[src/rtl/banco_registros_param.sv]
// Parametrised register bank with NUM_RD combinational read ports, one write port
// and a handshaked dump engine. Define BANCO_REGISTROS_BYPASS_EN for write-through forwarding.
module banco_registros_param #(
    parameter int DATA_W   = 32,
    parameter int ADDR_W   = 5,
    parameter int NUM_RD   = 2,
    parameter int ZERO_REG = 1
) (
    input  logic                     clk,
    input  logic                     rst_n,
    input  logic [NUM_RD*ADDR_W-1:0] rd_addr,
    output logic [NUM_RD*DATA_W-1:0] rd_data,
    input  logic                     wr_en,
    input  logic [ADDR_W-1:0]        wr_addr,
    input  logic [DATA_W-1:0]        wr_data,
    input  logic                     dump_start,
    output logic                     dump_valid,
    input  logic                     dump_ready,
    output logic [ADDR_W-1:0]        dump_idx,
    output logic [DATA_W-1:0]        dump_data,
    output logic                     dump_done,
    output logic                     dump_busy
);

    localparam int DEPTH = 2 ** ADDR_W;

    typedef enum logic [1:0] {IDLE, SEND, DONE} state_t;

    logic [DATA_W-1:0] mem [DEPTH];
    state_t            state_q, state_d;
    logic [ADDR_W-1:0] idx_q, idx_d;

    function automatic logic [DATA_W-1:0] read_entry(input logic [ADDR_W-1:0] a);
        logic [DATA_W-1:0] v;
        v = mem[a];
`ifdef BANCO_REGISTROS_BYPASS_EN
        if (wr_en && wr_addr == a) v = wr_data;
`endif
        // The hard-wired zero wins over forwarding.
        if (ZERO_REG != 0 && a == '0) v = '0;
        return v;
    endfunction

    always_comb begin
        rd_data = '0;
        for (int k = 0; k < NUM_RD; k++) begin
            rd_data[k*DATA_W +: DATA_W] = read_entry(rd_addr[k*ADDR_W +: ADDR_W]);
        end
        dump_data = read_entry(idx_q);
    end

    // NOTE: the bank must read all-zero during reset, so every entry is reset here;
    // this rules out mapping the array onto a RAM macro, which is acceptable at 32 entries.
    always_ff @(posedge clk or negedge rst_n) begin
        if (!rst_n) begin
            for (int i = 0; i < DEPTH; i++) mem[i] <= '0;
        end else if (wr_en && !(ZERO_REG != 0 && wr_addr == '0)) begin
            mem[wr_addr] <= wr_data;
        end
    end

    // NOTE: sequential state uses non-blocking assignments so every register
    // samples the pre-edge values regardless of block ordering.
    always_ff @(posedge clk or negedge rst_n) begin
        if (!rst_n) begin
            state_q <= IDLE;
            idx_q   <= '0;
        end else begin
            state_q <= state_d;
            idx_q   <= idx_d;
        end
    end

    // NOTE: next-state values get defaults first so no path leaves them unassigned (no latch).
    always_comb begin
        state_d = state_q;
        idx_d   = idx_q;
        case (state_q)
            IDLE: begin
                if (dump_start) begin
                    state_d = SEND;
                    idx_d   = '0;
                end
            end
            SEND: begin
                if (dump_ready) begin
                    if (idx_q == ADDR_W'(DEPTH - 1)) state_d = DONE;
                    else                             idx_d   = idx_q + ADDR_W'(1);
                end
            end
            DONE: begin
                state_d = IDLE;
                idx_d   = '0;
            end
            default: begin
                state_d = IDLE;
                idx_d   = '0;
            end
        endcase
    end

    assign dump_idx   = idx_q;
    assign dump_valid = (state_q == SEND);
    assign dump_done  = (state_q == DONE);
    assign dump_busy  = (state_q != IDLE);

endmodule
[config.mk]
export PLATFORM = sky130hd
export DESIGN_NAME = banco_registros_param
export DESIGN_NICKNAME = d
export VERILOG_FILES = /design/src/rtl/banco_registros_param.sv
export SDC_FILE = /design/constraint.sdc
export NUM_CORES = 2
export LEC_CHECK = 0
export CAP_MARGIN = 20
export CORE_UTILIZATION = 40
export DETAILED_ROUTE_END_ITERATION = 10
export PLACE_DENSITY_LB_ADDON = 0.25
export SLEW_MARGIN = 20
export SYNTH_ARGS = -nofsm -noshare
export SYNTH_HDL_FRONTEND = slang
export SYNTH_SLANG_ARGS = --single-unit
[constraint.sdc]
create_clock -name clk -period 2.71 [get_ports clk]
set_clock_uncertainty 0.2 [all_clocks]
set_input_delay 0.542 -clock clk [delete_from_list [all_inputs] [get_ports clk]]
set_output_delay 0.542 -clock clk [all_outputs]
set_load 0.03 [all_outputs]
==> reports/results.tsv <==
metric	value	unit
status	complete, but fails checks	
violations	negative setup slack	
p_sw_share	35.60	%
drt_iter0_markers	5133	
synth_cells	4514	
fin_cells	7536	
dpl.hpwl	174.3	mm
ant_nets	0	
synth_top_cell_by_area	dfrtp_1	
htree_num_levels	3	
tightest_slew	889.0	ps
sequentialPowerShare	30.3	%
yosysMostFrequentCell	mux2_2	
ios	156	
slew_headroom	40.28	%
cp_data_required_time	1970	ps
syn-num-nets	4569	
cts.sinks	1031	
synthFlopType	dfrtp_1	
placed_cells	7068	
cts_tree	done	
num_vias	49500	
yosys_warnings	0	
max_stage_delay	490	ps
utilization	54.95	%
fin_crit_sh	143.7	%
start_util	40.38	%
antenna_found_initial	4	
dr.pass1.iters	5	
hold_viol	0	
whs	120.0	ps
slew_violations	0	
cts.clk_slew.worst_paths	60	ps
grtUsageMet2	49.91	%
die_area	0.1595	mm^2
clockBufferDepth	3	
gr-usage-met1	44.73	%
routed_wirelength	264.5	mm
placement.cell_area	0.07705	mm^2
irDropWorstVdd	723.5	uV
cts_root_buffer	clkbuf_16	
combPwrFrac	45.3	%
crit_path_end_kind	output pin	
nets	5431	
power.density	818.4	mW/mm^2
fp-row-count	145	
rsz0062_at_grt	yes	
synthToLayoutAreaGrowth	36.05	%
grtUsageTotal	32.98	%
r2r_setup_slack	240	ps
grt-ovfl-total	0	
ys_seq_elements	1031	
vias_per_cell	6.568	
synth_edf_count	0	
power	70.33	mW
report.final.setup_viol	96	
ys_types	48	
async_reset_ff_share	100.0	%
syn_avg_cell_area	13.99	um^2
regArea	0.02582	mm^2
ys_seq_area_share	40.85	%
intPower	45.29	mW
cap_violations	0	
place_ws	-869.7	ps
core	0.1564	mm^2
grt.busiest_layer	met2	
crit_slowest_cell	mux4_2	
final_area	0.08593	mm^2
die_h	399.4	um
multi_input_area	0.03831	mm^2
p_leak	37.20	nW
clock_latency	750	ps
path_cells	buf_12 > buf_4 > buf_16 > buf_4 > mux4_2 > a22o_4 > a2111oi_4 > a211oi_4 > buf_12	
grt_start_max_net_pins	72	
final.min_clock_period	3895	ps
grt_pass1_wl	377.6	mm
tritoncts.num_buffers	116	
synth_commonest_cells	mux2_2 (1043), dfrtp_1 (1031), mux4_2 (536)	
gp_congestion	0.9245	
worstHoldPathType	in -> async	
grt_pass1_vias	50229	
path_max_fanout	9	
syn_area	0.06316	mm^2
filler_cell_count	12597	
finalSetupTns	-66980	ps
drc_errors	0	
fmax	256.7	MHz
met3_usage	7.432	%
worstPathArrival	3150	ps
critPathKind	reg -> out	
die_w	399.4	um
synth_area_leaders	dfrtp_1 (41%), mux4_2 (19%), mux2_2 (19%), mux2i_1 (8.2%), a22oi_1 (2.7%)	
drive_gt1_share	62.44	%
io_buffer_count	155	
synth_top_area_share	40.85	%
wire_per_inst	35.09	um
switchingPower	25.04	mW
worst_slack	-1185	ps
p_clk_share	24.3	%
critPathLaunchType	flip-flop	
layer usage:
metal | routed length, um | vias to the layer above
li1 | - | 19645
met1 | 106500 | 26288
met2 | 118000 | 2807
met3 | 25000 | 758
met4 | 14890 | 2
met5 | 11 | -
cells in the final DEF (no fill, tap or decap), drive strengths merged, types with 37 or more instances in the layout:
cell           count
clkdlybuf4s50     40
mux2i            518
nor2b             62
mux2            1043
buf             1217
a21oi            117
a211oi            83
mux4             536
a22oi            227
dfrtp           1031
nor4              37
clkbuf           176
o22ai             61
worst paths after layout:
path,start,end,depth (start not counted)
max in group asynchronous,rst_n,mem[64],4
worst max-delay path,dump_idx[0],dump_data[18],9
worst max register to register,dump_idx[1],dump_idx[3],9
min in group clk,dump_start,state_q[0],3
worst min register to register,mem[1023],mem[1023],0
worst min-delay path,rst_n,mem[841],2
flip-flops by register name, indices dropped and copies added (netlist names):
| signal | cells |
|---|---|
| dump_idx | 5 |
| mem | 1024 |
| state_q | 2 |
power groups by stage:
stage	logic, mW	registers [mW]	clock network (mW)
2_1_floorplan	17.0	20.5	0
3_3_place_gp	27.9	21.5	0
3_5_place_dp	28.2	21.6	0
4_1_cts	30.6	21.2	17.2
5_1_grt	33.0	21.7	17.8
6_report	31.9	21.3	17.1
critical path: cells and delay by family (launching register included):
family / cells / cell delay (ps)
flip-flops: 1 / 440
buffers and inverters: 5 / 800
multiplexers: 1 / 490
AO/OA/AOI/OAI: 3 / 630
kinds of logic (layout without fill, tap and decap cells):
| group | count (synthesis) | after routing | share of synthesized area, % |
|---|---|---|---|
| muxes | 2097 | 2097 | 45.92 |
| DFF | 1031 | 1031 | 40.85 |
| AOI/OAI and AO/OA | 626 | 626 | 6.942 |
| buffers and inverters | 542 | 1505 | 4.311 |
| and+or+nand+nor | 215 | 215 | 1.918 |
| adders and majority gates | 3 | 3 | 0.05944 |
| other | 0 | 1 | 0 |
final cells by class:
type | instances | share of cell area (%)
antenna | 1 | 0.002912
clock buffer | 169 | 3.949
clock inverter | 50 | 0.8038
inverter | 6 | 0.02912
multi-input combinational | 2941 | 44.58
sequential | 1031 | 30.04
tap | 2058 | 2.997
timing repair buffer | 1280 | 17.59
timing repair:
action	4_1_cts	5_1_grt
cloned	20	7
resized for setup	350	137
hold buffers	1	0
buffers inserted	176	81
pin swaps	189	89
endpoints found under the hold margin	368	0
endpoints found under the setup margin	104	96
No activity file was read; power rests on OpenSTA's default activity.
